==> src/rtl/serial_word_deserializer.sv <==
// serial_word_deserializer: LSB-first serial-to-parallel receiver with valid/ready output and sticky overrun
module serial_word_deserializer #(
   parameter int WIDTH = 4
) (
   input  logic             i_clk,
   input  logic             i_rst_n,
   input  logic             i_sd,
   input  logic             i_sd_en,
   input  logic             i_sof,
   input  logic             i_ready,
   input  logic             i_clr_err,
   output logic [WIDTH-1:0] o_word,
   output logic             o_valid,
   output logic             o_busy,
   output logic             o_overrun
);
   localparam int CW = $clog2(WIDTH);
   localparam logic [0:0] IDLE  = 1'b0;
   localparam logic [0:0] SHIFT = 1'b1;

   logic [0:0]       state;
   logic [WIDTH-1:0] sr;
   logic [WIDTH-1:0] sr_nxt;
   logic [CW-1:0]    cnt;
   logic             done;
   logic             load;

   assign sr_nxt = {i_sd, sr[WIDTH-1:1]};
   assign done   = i_sd_en && !i_sof && state == SHIFT && cnt == CW'(WIDTH - 1);
   assign load   = done && (!o_valid || i_ready);
   assign o_busy = state == SHIFT;

   // frame assembly: sof always restarts a word, plain bits only count inside a frame
   always_ff @(posedge i_clk or negedge i_rst_n) begin
      if (!i_rst_n) begin
         state <= IDLE;
         sr    <= '0;
         cnt   <= '0;
      end else if (i_sd_en && i_sof) begin
         state <= SHIFT;
         sr    <= sr_nxt;
         cnt   <= CW'(1);
      end else if (i_sd_en && state == SHIFT) begin
         state <= done ? IDLE : SHIFT;
         sr    <= sr_nxt;
         cnt   <= done ? '0 : cnt + CW'(1);
      end
   end

   // one-deep output slot; a completed word that finds the slot occupied and not draining is dropped
   always_ff @(posedge i_clk or negedge i_rst_n) begin
      if (!i_rst_n) begin
         o_word    <= '0;
         o_valid   <= 1'b0;
         o_overrun <= 1'b0;
      end else begin
         if (load) o_word <= sr_nxt;
         o_valid   <= load || (o_valid && !i_ready);
         o_overrun <= (done && o_valid && !i_ready) || (o_overrun && !i_clr_err);
      end
   end
endmodule

==> config.mk <==
export PLATFORM = sky130hd
export DESIGN_NAME = serial_word_deserializer
export DESIGN_NICKNAME = d
export VERILOG_FILES = /design/src/rtl/serial_word_deserializer.sv
export SDC_FILE = /design/constraint.sdc
export NUM_CORES = 1
export LEC_CHECK = 0
export ABC_AREA = 1
export CORE_AREA = 10 10 47 49
export CTS_CLUSTER_SIZE = 16
export DETAILED_ROUTE_END_ITERATION = 10
export DIE_AREA = 0 0 57 59
export PLACE_DENSITY = 0.71
export SLEW_MARGIN = 10
export SYNTH_ARGS = -nofsm -noshare
export SYNTH_HDL_FRONTEND = slang
export SYNTH_SLANG_ARGS = --single-unit
export TNS_END_PERCENT = 20
==> constraint.sdc <==
create_clock -name i_clk -period 1.2 [get_ports i_clk]
set_clock_uncertainty 0.05 [all_clocks]
set_input_delay 0.24 -clock i_clk [delete_from_list [all_inputs] [get_ports i_clk]]
set_output_delay 0.24 -clock i_clk [all_outputs]
set_load 0.01 [all_outputs]
Word level (Yosys, flattened, before mapping)
Index checks and enable logic that the tools add are counted.
{"block": "op_classes", "bitwise": 0, "eq_ne": 1, "div": 0, "n_shift": 0, "n_mul": 0, "n_reduce_logical": 18, "magnitude_cmp": 0, "add_sub_neg": 1, "mux": 8}
{"op": "1-bit logical AND", "n": 10}
{"op": "4-bit two-way mux", "n": 2}
{"op": "2-bit two-way mux", "n": 3}
{"op": "1-bit zero test", "n": 4}
{"op": "1-bit logical OR", "n": 3}
{"op": "1-bit two-way mux", "n": 3}
{"op": "2-bit by 1-bit adder with 2-bit output (second input constant)", "n": 1}
{"op": "2-bit == test (second input constant)", "n": 1}
{"op": "2-bit nonzero test", "n": 1}
{"block": "totals", "latch_bits": 0, "output_inout_bits": 7, "word_cells": 34, "romBits": 0, "reg_bits": 13, "in_bits": 7, "ramBits": 0, "n_memories": 0}

Logic depth before layout (Yosys ltp)
{"block": "logic_depth", "word_depth": 7, "ltp_mapped": 5, "depth_no_buf": 5}

Worst setup path after synthesis
Ideal clock, no wire load.
{"block": "synth_path", "kind": "reg-to-reg", "start": "register state, in the netlist o_busy", "end": "register o_word[0]", "required_ns": 1.033, "arrival_time_ns": 0.864, "period_less_slack_ns": 1.032, "stages_incl_launch_ff": 6, "slack_ns": 0.168, "setup_time_ns": 0.117, "path_cell_list": "dfrtp_1 -> nand2_4 -> nor2_8 -> nand3_2 -> nand2_1 -> nand2_1"}
{"block": "synth_between", "elab_chain_len": 3}
{"item": "from (decl)", "line_no": "21", "text": "logic [0:0] state;"}
{"item": "from (signal assigned)", "line_no": "44", "text": "state <= done ? IDLE : SHIFT;"}
{"item": "1-bit logical AND (2 in a row)", "line_no": "29", "text": "assign done = i_sd_en && !i_sof && state == SHIFT && cnt == CW'(WIDTH - 1);"}
{"item": "1-bit logical AND", "line_no": "30", "text": "assign load = done && (!o_valid || i_ready);"}
{"item": "to (signal assigned)", "line_no": "57", "text": "if (load) o_word <= sr_nxt;"}
{"item": "to (decl)", "line_no": "12", "text": "output logic [WIDTH-1:0] o_word,"}
No other way between the ends.
A chain may end at the register's enable or synchronous reset.

Worst setup path after layout
{"block": "layout_path", "start": "input port i_sd_en", "end": "register o_word[0]"}
{"block": "layout_between", "elab_chain_len": 4}
{"item": "from (decl)", "line_no": "8", "text": "input logic i_sd_en,"}
{"item": "1-bit logical AND (3 in a row)", "line_no": "29"}
{"item": "1-bit logical AND", "line_no": "30"}
No other way between the ends.

==> results.json <==
{
  "outcome": "finished clean",
  "syn-num-nets": 65,
  "seq_area_um2": 300,
  "tightest_slew_ps": 231,
  "dpl.hpwl_um": 865,
  "powerDensity_mw_per_mm2": 1610,
  "synthArstFlopShare_pct": 100,
  "worstSetupPathType": "in2reg",
  "cp_max_fo": 7,
  "grt.total_usage_pct": 7.15,
  "antenna_found_initial": 0,
  "yosysSeqAreaShare_pct": 56.1,
  "cts-root-buf": "clkbuf_4",
  "ctsLongestPathBuffers": 2,
  "synthXorXnorAreaFrac_pct": 0,
  "grt.overflow.total": 0,
  "met2_usage_pct": 9.92,
  "met1_usage_pct": 7.55,
  "required_ps": 1320,
  "setup_tns_ps": 0,
  "ys_ff_latch": 12,
  "worst_hold_path_type": "in2async",
  "post_cts_buffers": 0,
  "startpoint_type": "primary input",
  "viasPerCell": 4.68,
  "first_pass_iters": 3,
  "synth_top_area_share_pct": 56.1,
  "core_area_mm2": 0.00140,
  "area_delta_synth_final_pct": 35.7,
  "critical_path_arrival_ps": 1240,
  "gp_congestion": 0.780,
  "synthAdderAreaFrac_pct": 2.34,
  "syn_inst": 57,
  "yosys-top-cells-count": "nand2_1, dfrtp_1, inv_1",
  "fmax_mhz": 890,
  "period_minus_slack_ps": 1120,
  "slew_viol_final": 0,
  "n_antenna_cell": 0,
  "cts_tree": "done",
  "ys.flop_type": "dfrtp_1",
  "fin_crit_sh_pct": 93.7,
  "synth_top_cell_by_area": "dfrtp_1",
  "die_h_um": 59,
  "dpl_worst_slack_ps": -224,
  "die_x_um": 57,
  "routed_wl_um": 1090,
  "synth_edf_count": 0,
  "vias": 445,
  "clock_latency_ps": 270,
  "numCtsBuffers": 3,
  "drcViolationCount": 0,
  "cts-resized-gates": 14,
  "initial_core_util_pct": 38.2,
  "grt_first_pass_wirelength_um": 1850,
  "cap_violations": 0,
  "synth.area.top_cells": "dfrtp_1, nand2_1, nand3_1, nand4_1, inv_1",
  "synth.most_common_cell": "nand2_1",
  "grt_pass1_vias": 447,
  "use_met3_pct": 4.51,
  "ys_warn_count": 0,
  "p_total_uw": 1170,
  "holdBufCountCts": 0,
  "finalSetupViolations": 0,
  "grt_busiest_layer": "met2",
  "syn_area_um2": 536,
  "ant_nets": 0,
  "wl_per_cell_um": 11.5,
  "grt_max_degree": 13,
  "htree_levels": 1,
  "rsz0062_at_grt": "false",
  "pin_count": 14,
  "setup_ws_ps": 76.0,
  "hold_violations": 0,
  "n_fill_cell": 137,
  "nets": 88,
  "vdd_drop_max_uv": 891,
  "floorplan.die_area_mm2": 0.00336,
  "synth_mux_area_share_pct": 0,
  "leakage_uw": 0.000391,
  "avgSynthCellArea_um2": 9.39,
  "yosys.area_share.simple_pct": 34.6,
  "port_buffers": 13,
  "cts.sinks": 12,
  "relSlewSlack_pct": 84.6,
  "cp-end-kind": "register",
  "multi_input_area_um2": 215,
  "synth_compound_area_share_pct": 2.80,
  "synth_top_family_by_area": "simple AND/OR/NAND/NOR gates",
  "yosysUniqueCellTypes": 11,
  "row_count": 14,
  "clk_pin_slew_ps": 70,
  "drtIter0Drc": 6,
  "layout-drive-gt1-share_pct": 29.1
}
## placed cells by master, fill, tap and decap left out
| master | instances |
|---|---|
| nand2_1 | 20 |
| clkdlybuf4s50_1 | 6 |
| nand3_2 | 1 |
| inv_1 | 6 |
| nand2_4 | 1 |
| nand3_1 | 5 |
| nor2_8 | 1 |
| clkbuf_4 | 3 |
| clkbuf_8 | 1 |
| clkbuf_2 | 7 |
| nand2_2 | 3 |
| dfrtp_1 | 12 |
| o21ai_1 | 3 |
| nand4_1 | 4 |
| ha_2 | 1 |
| buf_4 | 5 |
## routing by layer
metal  vias to the layer above  share of wire, %
met5                         -                 0
met4                         0               2.8
met3                         5               9.0
met2                        13                41
met1                       197                47
li1                        230                 -
## kinds of logic after synthesis
family,Yosys count
flip-flops,12
adder cells (fa/ha/maj),1
AND/OR/NAND/NOR,35
buffers and inverters,6
AO/OA/AOI/OAI,3
## layout make-up
cell class | instances | share of cell area, %
inverters | 6 | 3.10
well taps | 16 | 2.75
flip-flops and latches | 12 | 41.3
clock buffers | 4 | 4.99
repair buffers | 18 | 18.2
multi-input cells | 39 | 29.6
## critical path: stages
cell,delay (ps)
clkdlybuf4s50_1,530
nand2_4,100
nor2_8,130
nand3_2,110
nand2_1,70
nand2_1,40
## state kept, by name, indices dropped and copies added, names as in the netlist
register   count
o_busy         1
sr             3
o_overrun      1
o_word         4
cnt            2
o_valid        1
## final timing paths
check                                           start                     to  slack [ps]  cells after the start
worst max-delay path                          i_sd_en  o_word[0]$_DFFE_PN0P_          80                      6
max in group asynchronous                     i_rst_n     o_busy$_DFFE_PN0P_         740                      2
worst min-delay path                          i_rst_n  o_word[1]$_DFFE_PN0P_         210                      2
min in group i_clk              o_word[3]$_DFFE_PN0P_  o_word[3]$_DFFE_PN0P_         420                      2
worst max register to register     o_busy$_DFFE_PN0P_  o_word[0]$_DFFE_PN0P_         120                      6
worst min register to register  o_word[3]$_DFFE_PN0P_  o_word[3]$_DFFE_PN0P_         420                      2
## metrics by stage
| step | hold WS [ps] | cell area [µm²] | util (%) | instances |
|---|---|---|---|---|
| 2_1_floorplan | -106 | 536 | - | 57 |
| 3_3_place_gp | 403 | 723 | 51.6 | 91 |
| 3_5_place_dp | 409 | 723 | 51.6 | 91 |
| 4_1_cts | 207 | 759 | 54.2 | 95 |
| 5_1_grt | 218 | 727 | 51.9 | 95 |
| 6_report | 207 | 727 | 51.9 | 95 |
## report_power, final
| group | internal [µW] | switching (µW) | total [µW] |
|---|---|---|---|
| Sequential | 499 | 55.0 | 554 |
| Combinational | 134 | 166 | 301 |
| Clock | 184 | 132 | 316 |
(Power assumes the default switching activity.)
